--- config.mk ---
export PLATFORM = sky130hd
export DESIGN_NAME = cok_istekli_veri_yolu_birimi
export DESIGN_NICKNAME = d
export VERILOG_FILES = /design/src/rtl/cok_istekli_veri_yolu_birimi_pkg.sv /design/src/rtl/vyb_fifo.sv /design/src/rtl/cok_istekli_veri_yolu_birimi.sv
export SDC_FILE = /design/constraint.sdc
export NUM_CORES = 1
export LEC_CHECK = 0
export CAP_MARGIN = 10
export CORE_MARGIN = 8
export CORE_UTILIZATION = 48
export CTS_BUF_LIST = sky130_fd_sc_hd__clkbuf_8
export CTS_CLUSTER_DIAMETER = 200
export DETAILED_ROUTE_END_ITERATION = 10
export GPL_TIMING_DRIVEN = 0
export PLACE_DENSITY = 0.8
export SYNTH_ARGS = -nofsm -noshare
export SYNTH_HDL_FRONTEND = slang
export SYNTH_SLANG_ARGS = --single-unit
--- constraint.sdc ---
create_clock -name clk_i -period 3.2 [get_ports clk_i]
set_clock_uncertainty 0.1 [all_clocks]
set_input_delay 0.64 -clock clk_i [delete_from_list [all_inputs] [get_ports clk_i]]
set_output_delay 0.64 -clock clk_i [all_outputs]
set_load 0.005 [all_outputs]
--- src/rtl/cok_istekli_veri_yolu_birimi_pkg.sv ---
// Shared constants for the multi-outstanding load/store bus unit:
// read-size encodings and logic-level names.
package cok_istekli_veri_yolu_birimi_pkg;

  localparam logic [1:0] BOYUT_BAYT   = 2'd0;
  localparam logic [1:0] BOYUT_YARIM  = 2'd1;
  localparam logic [1:0] BOYUT_KELIME = 2'd2;
  localparam logic [1:0] BOYUT_CIFT   = 2'd3;

  localparam logic HIGH = 1'b1;
  localparam logic LOW  = 1'b0;

endpackage

--- src/rtl/vyb_fifo.sv ---
// Parametrised synchronous FIFO with wrap-around pointers and an occupancy count.
// Push while full and pop while empty are ignored.
module vyb_fifo
  import cok_istekli_veri_yolu_birimi_pkg::*;
#(
  parameter int unsigned GENISLIK = 8,
  parameter int unsigned DERINLIK = 4
) (
  input  logic                clk_i,
  input  logic                rst_i,
  input  logic                itme_i,
  input  logic                cekme_i,
  input  logic [GENISLIK-1:0] veri_i,
  output logic                dolu_o,
  output logic                bos_o,
  output logic [GENISLIK-1:0] bas_o
);

  localparam int unsigned IW = (DERINLIK > 1) ? $clog2(DERINLIK) : 1;
  localparam int unsigned SW = $clog2(DERINLIK + 1);

  logic [GENISLIK-1:0] bellek_q [DERINLIK];
  logic [IW-1:0]       yaz_ptr_q, yaz_ptr_d;
  logic [IW-1:0]       oku_ptr_q, oku_ptr_d;
  logic [SW-1:0]       sayac_q, sayac_d;
  logic                it, cek;

  function automatic logic [IW-1:0] ilerle(input logic [IW-1:0] p);
    return (p == IW'(DERINLIK - 1)) ? '0 : p + 1'b1;
  endfunction

  assign dolu_o = (sayac_q == SW'(DERINLIK));
  assign bos_o  = (sayac_q == '0);
  assign it     = itme_i && !dolu_o;
  assign cek    = cekme_i && !bos_o;
  assign bas_o  = bellek_q[oku_ptr_q];

  always_comb begin
    yaz_ptr_d = yaz_ptr_q;
    oku_ptr_d = oku_ptr_q;
    sayac_d   = sayac_q;
    if (it) yaz_ptr_d = ilerle(yaz_ptr_q);
    if (cek) oku_ptr_d = ilerle(oku_ptr_q);
    if (it && !cek) sayac_d = sayac_q + 1'b1;
    else if (!it && cek) sayac_d = sayac_q - 1'b1;
  end

  always_ff @(posedge clk_i) begin
    if (rst_i == HIGH) begin
      yaz_ptr_q <= '0;
      oku_ptr_q <= '0;
      sayac_q   <= '0;
    end else begin
      yaz_ptr_q <= yaz_ptr_d;
      oku_ptr_q <= oku_ptr_d;
      sayac_q   <= sayac_d;
    end
  end

  always_ff @(posedge clk_i) begin
    if (it) bellek_q[yaz_ptr_q] <= veri_i;
  end

endmodule

--- src/rtl/cok_istekli_veri_yolu_birimi.sv ---
// Pipelined load/store bus unit: queues memory-stage requests, keeps several reads
// outstanding at the L1 port and returns size-formatted read data in order.
module cok_istekli_veri_yolu_birimi
  import cok_istekli_veri_yolu_birimi_pkg::*;
#(
  parameter int unsigned ADRES_BIT       = 32,
  parameter int unsigned VERI_BIT        = 32,
  parameter int unsigned KUYRUK_DERINLIK = 4,
  parameter int unsigned BEKLEYEN_MAKS   = 4
) (
  input  logic                  clk_i,
  input  logic                  rst_i,
  input  logic                  bib_istek_gecerli_i,
  output logic                  bib_istek_hazir_o,
  input  logic                  bib_istek_yaz_i,
  input  logic [ADRES_BIT-1:0]  bib_istek_adres_i,
  input  logic [VERI_BIT-1:0]   bib_veri_i,
  input  logic [VERI_BIT/8-1:0] bib_istek_maske_i,
  input  logic [1:0]            bib_istek_boyut_i,
  input  logic                  bib_istek_isaretli_i,
  output logic                  bellek_gecerli_o,
  output logic [VERI_BIT-1:0]   bellek_veri_o,
  input  logic                  bellek_hazir_i,
  output logic                  bos_o,
  output logic                  port_istek_gecerli_o,
  input  logic                  port_istek_hazir_i,
  output logic                  port_istek_yaz_o,
  output logic [ADRES_BIT-1:0]  port_istek_adres_o,
  output logic [VERI_BIT-1:0]   port_istek_veri_o,
  output logic [VERI_BIT/8-1:0] port_istek_maske_o,
  input  logic [VERI_BIT-1:0]   port_veri_i,
  input  logic                  port_veri_gecerli_i,
  output logic                  port_veri_hazir_o
);

  localparam int unsigned MASKE_BIT = VERI_BIT / 8;
  localparam int unsigned OFS_BIT   = $clog2(VERI_BIT / 8);
  localparam int unsigned BEK_BIT   = $clog2(BEKLEYEN_MAKS + 1);

  typedef struct packed {
    logic                 yaz;
    logic [ADRES_BIT-1:0] adres;
    logic [VERI_BIT-1:0]  veri;
    logic [MASKE_BIT-1:0] maske;
    logic [1:0]           boyut;
    logic                 isaretli;
  } istek_t;

  typedef struct packed {
    logic [OFS_BIT-1:0] ofs;
    logic [1:0]         boyut;
    logic               isaretli;
  } meta_t;

  istek_t giren, bas;
  meta_t  meta_giren, meta_bas;
  logic   kuyruk_dolu, kuyruk_bos;
  logic   meta_dolu_unused, meta_bos_unused;
  logic   itme, cekme, okuma_gonder, donus;

  logic [BEK_BIT-1:0]  bekleyen_q, bekleyen_d;
  logic [VERI_BIT-1:0] sonuc_p0;
  logic [VERI_BIT-1:0] sonuc_p1_q, sonuc_p1_d;
  logic                vld_p1_q, vld_p1_d;

  // Shift the lane down, then keep the requested field; sizes at or above the
  // bus width pass the shifted word through untouched.
  function automatic logic [VERI_BIT-1:0] bicimle(
    input logic [VERI_BIT-1:0] kelime,
    input logic [OFS_BIT-1:0]  ofs,
    input logic [1:0]          boyut,
    input logic                isaretli
  );
    logic        [VERI_BIT-1:0] kay;
    logic signed [7:0]          b8;
    logic signed [15:0]         b16;
    logic signed [31:0]         b32;
    logic signed [VERI_BIT-1:0] genis;
    kay = kelime >> {ofs, 3'b000};
    b8  = kay[7:0];
    b16 = kay[15:0];
    b32 = kay[31:0];
    genis = kay;
    if (32'(boyut) < OFS_BIT) begin
      case (boyut)
        BOYUT_BAYT:   if (isaretli) genis = VERI_BIT'(b8);  else genis = VERI_BIT'(kay[7:0]);
        BOYUT_YARIM:  if (isaretli) genis = VERI_BIT'(b16); else genis = VERI_BIT'(kay[15:0]);
        BOYUT_KELIME: if (isaretli) genis = VERI_BIT'(b32); else genis = VERI_BIT'(kay[31:0]);
        default:      genis = kay;
      endcase
    end
    return genis;
  endfunction

  assign giren = '{yaz:      bib_istek_yaz_i,
                   adres:    bib_istek_adres_i,
                   veri:     bib_veri_i,
                   maske:    bib_istek_maske_i,
                   boyut:    bib_istek_boyut_i,
                   isaretli: bib_istek_isaretli_i};

  // Stage p0: request queue and issue to the L1 port
  assign bib_istek_hazir_o = !kuyruk_dolu;
  assign itme              = bib_istek_gecerli_i && !kuyruk_dolu;

  vyb_fifo #(.GENISLIK($bits(istek_t)), .DERINLIK(KUYRUK_DERINLIK)) u_istek_kuyrugu (
    .clk_i   (clk_i),
    .rst_i   (rst_i),
    .itme_i  (itme),
    .cekme_i (cekme),
    .veri_i  (giren),
    .dolu_o  (kuyruk_dolu),
    .bos_o   (kuyruk_bos),
    .bas_o   (bas)
  );

  assign port_istek_gecerli_o = !kuyruk_bos &&
                                (bas.yaz || (bekleyen_q < BEK_BIT'(BEKLEYEN_MAKS)));
  assign port_istek_yaz_o     = !kuyruk_bos && bas.yaz;
  assign port_istek_adres_o   = kuyruk_bos ? '0 : bas.adres;
  assign port_istek_veri_o    = kuyruk_bos ? '0 : bas.veri;
  assign port_istek_maske_o   = kuyruk_bos ? '0 : bas.maske;

  assign cekme        = port_istek_gecerli_o && port_istek_hazir_i;
  assign okuma_gonder = cekme && !bas.yaz;
  assign meta_giren   = '{ofs: bas.adres[OFS_BIT-1:0], boyut: bas.boyut, isaretli: bas.isaretli};

  vyb_fifo #(.GENISLIK($bits(meta_t)), .DERINLIK(BEKLEYEN_MAKS)) u_meta_kuyrugu (
    .clk_i   (clk_i),
    .rst_i   (rst_i),
    .itme_i  (okuma_gonder),
    .cekme_i (donus),
    .veri_i  (meta_giren),
    .dolu_o  (meta_dolu_unused),
    .bos_o   (meta_bos_unused),
    .bas_o   (meta_bas)
  );

  assign port_veri_hazir_o = (bekleyen_q != '0) && (!vld_p1_q || bellek_hazir_i);
  assign donus             = port_veri_gecerli_i && port_veri_hazir_o;

  always_comb begin
    bekleyen_d = bekleyen_q;
    if (okuma_gonder && !donus) bekleyen_d = bekleyen_q + 1'b1;
    else if (!okuma_gonder && donus) bekleyen_d = bekleyen_q - 1'b1;
  end

  always_comb begin
    sonuc_p0 = bicimle(port_veri_i, meta_bas.ofs, meta_bas.boyut, meta_bas.isaretli);
  end

  // Stage p1: registered, formatted read result held until the consumer takes it
  always_comb begin
    vld_p1_d   = vld_p1_q;
    sonuc_p1_d = sonuc_p1_q;
    if (donus) begin
      vld_p1_d   = HIGH;
      sonuc_p1_d = sonuc_p0;
    end else if (bellek_hazir_i) begin
      vld_p1_d   = LOW;
    end
  end

  always_ff @(posedge clk_i) begin
    if (rst_i == HIGH) begin
      bekleyen_q <= '0;
      vld_p1_q   <= LOW;
    end else begin
      bekleyen_q <= bekleyen_d;
      vld_p1_q   <= vld_p1_d;
    end
  end

  always_ff @(posedge clk_i) begin
    sonuc_p1_q <= sonuc_p1_d;
  end

  assign bellek_gecerli_o = vld_p1_q;
  assign bellek_veri_o    = vld_p1_q ? sonuc_p1_q : '0;
  assign bos_o            = kuyruk_bos && (bekleyen_q == '0) && !vld_p1_q;

endmodule

==> impl_metrics.py <==
metrics = {
    "synth": {
        "synth_edf_count": 340,
        "synthCells": 776,
        "synthDistinctLibCells": 37,
        "synth_ff_type": "edfxtp_1",
        "synth.most_common_cell": "edfxtp_1",
        "syn-cell-area_um2": 14600,
        "synth_async_sr_flop_share": 0,
        "synth_common_cells": "edfxtp_1, and2_1, mux4_2, a21oi_1, mux2i_1",
        "synth_fp_nets": 902,
        "synth_top_area_cell": "edfxtp_1",
        "yosysSeqAreaShare": 0.729,
        "syn_avg_cell_area_um2": 18.8,
        "synth_top_area_share": 0.699,
        "synth_seq_cells": 362,
        "ys_warn_count": 0,
        "synthTopCellsByArea": "edfxtp_1, mux4_2, and2_1",
    },
    "layout": {
        "nFillCells": 2137,
        "final_area_um2": 19000,
        "drive_gt1_frac": 0.212,
        "syn_to_final_growth_pct": 30.0,
        "final_nets": 1201,
        "final_util": 0.627,
    },
    "clock_network": {
        "cts_max_level": 2,
        "cts_sinks": 362,
        "cts_made_buffers": 56,
        "cts_hold_buf": 0,
        "clk_latency_ps": 600,
        "clockBufferDepth": 3,
        "cts_tree": "done",
        "cts-root-buf": "clkbuf_8",
        "clkTransAtPathRegs_ps": 70,
    },
    "die": {
        "rows": 64,
        "start_util": 0.483,
        "dieArea_um2": 36300,
        "fp.dieW_um": 190,
        "die_h_um": 190,
        "core_um2": 30300,
        "io_pins": 216,
    },
    "timing": {
        "drv_slew": 0,
        "setup_slack_ps": 95.9,
        "tns_ps": 0,
        "period_needed_ps": 3100,
        "fmax_mhz": 322,
        "worst_slew_pin_slew_ps": 626,
        "finalHoldViolCount": 0,
        "finalSetupViolCount": 0,
        "relSlewSlack": 0.581,
        "holdWs_ps": 391,
        "period_share": 0.970,
    },
    "placed_design": {
        "dpl.hpwl_mm": 21.0,
        "portBuffers": 214,
        "gp_congestion": 0.770,
        "post_dp_cell_area_um2": 17400,
        "post-place-ws_ps": -270,
    },
    "power": {
        "power.density_nw_per_um2": 785,
        "vdd_drop_max_mv": 0.620,
        "leakagePower_nw": 7.04,
    },
    "routing": {
        "wl_per_cell_um": 20.8,
        "vias_per_cell": 5.28,
        "drc": 0,
        "vias": 8026,
        "dr.pass1.iters": 5,
        "routed_wirelength_mm": 31.6,
        "ant_nets": 0,
        "dr.first_iter.drc_count": 381,
    },
    "critical_path": {
        "crit_fanout": 10,
        "worstSetupPathType": "flop to output pin",
        "end_kind": "output pin",
        "cp_data_arrival_time_ps": 2360,
        "critical_path_required_ps": 2460,
        "worstSetupStartpointType": "flop",
    },
    "global_routing": {
        "antenna_found_initial": 2,
        "grt_max_degree": 59,
        "grt_pass1_vias": 8531,
        "grt_util_all_layers": 0.170,
        "overflow": 0,
        "grt_pass1_wl_mm": 47.6,
    },
    "hold_path": {
        "hp-class": "input port to flop",
    },
    "run_status": {
        "status": "finished, final reports clean",
    },
    "flow_run": {
        "drv_cap": 0,
    },
}
area by class of cell:
type / count / area, um^2 / area share
sequential: 362 / 10700 / 0.561
antenna: 1 / 2.50 / 0.000132
inverter: 11 / 41.3 / 0.00217
multi-input combinational: 364 / 3760 / 0.198
clock inverter: 48 / 334 / 0.0176
clock buffer: 58 / 798 / 0.0420
buffer: 38 / 348 / 0.0183
timing repair buffer: 242 / 2550 / 0.134
tap: 396 / 495 / 0.0261
state kept, by name (all words and copies together) (netlist names), named ones only:
register	count
u_meta_kuyrugu.sayac_q	3
u_istek_kuyrugu.yaz_ptr_q	2
u_meta_kuyrugu.bellek_q	20
u_meta_kuyrugu.yaz_ptr_q	2
u_istek_kuyrugu.oku_ptr_q	2
bellek_gecerli_o	1
sonuc_p1_q	32
u_istek_kuyrugu.bellek_q	288
bekleyen_q	3
u_istek_kuyrugu.sayac_q	3
u_meta_kuyrugu.oku_ptr_q	2
cell usage in the layout, fill, tap and decap left out, drive strengths merged, types with 8 or more instances in the layout:
cell type and count:
dlymetal6s2s 39, inv 29, nand2 22, o2bb2ai 8
o21ai 17, clkbuf 76, ha 13, dlygate4sd2 21
buf 48, mux2i 24, clkdlybuf4s50 154, nor2 17
or3 9, dfxtp 22, edfxtp 340, a21oi 25
clkinv 24, mux4 78, and2 105
metrics by stage:
step / cells / power, mW
final: 1520 / 14.9
after global routing: 1519 / 15.7
after CTS: 1497 / 15.0
after detailed placement: 1390 / 11.1
after global placement: 1386 / 11.0
after floorplan: 776 / 8.64
logic make-up after synthesis:
| kind of cell | Yosys count | share of synthesized area |
|---|---|---|
| AO/OA/AOI/OAI | 58 | 0.0258 |
| XOR/XNOR | 6 | 0.00360 |
| adder cells (fa/ha/maj) | 16 | 0.0152 |
| buffers and inverters | 50 | 0.0160 |
| flip-flops | 362 | 0.729 |
| multiplexers | 109 | 0.142 |
| AND/OR/NAND/NOR | 175 | 0.0683 |
power by group:
part | total, mW | leakage, nW | switching, mW | internal, mW
clock network | 3.80 | 0.635 | 1.76 | 2.04
registers | 6.10 | 3.30 | 0.203 | 5.89
logic | 5.02 | 3.10 | 2.29 | 2.73
total | 14.9 | 7.04 | 4.25 | 10.7
timing repair:
action | CTS | global route
gates cloned | 0 | 1
setup endpoints to repair | 73 | 49
resized for setup | 70 | 54
pin swaps | 1 | 1
buffers inserted | 2 | 20
endpoints found under the hold margin | 0 | 0
final timing paths:
path | slack (ps) | endpoint | depth (start not counted) | startpoint
max | 100 | port_istek_veri_o[8] | 5 | flop
min | 390 | bellek_gecerli_o$_SDFFE_PP0P_ | 2 | rst_i
min reg2reg | 400 | flop | 2 | u_istek_kuyrugu.oku_ptr_q[0]$_SDFFE_PP0P_
max reg2reg | 220 | u_meta_kuyrugu.sayac_q[2]$_SDFFE_PP0P_ | 9 | flop
worst max-delay path: stages, from the launching register on:
cell and delay [ps]:
dfxtp_4 370, buf_12 150, buf_12 150, mux4_2 490, and2_1 170, clkdlybuf4s50_1 450
routing by layer:
| layer | GRT usage | vias up | part of all wire |
|---|---|---|---|
| li1 | - | 3663 | - |
| met1 | 0.200 | 4008 | 0.39 |
| met2 | 0.292 | 292 | 0.51 |
| met3 | 0.0547 | 59 | 0.085 |
| met4 | 0.0537 | 4 | 0.020 |
| met5 | 0 | - | 0.00086 |
Power figures use the tool's default switching activity.
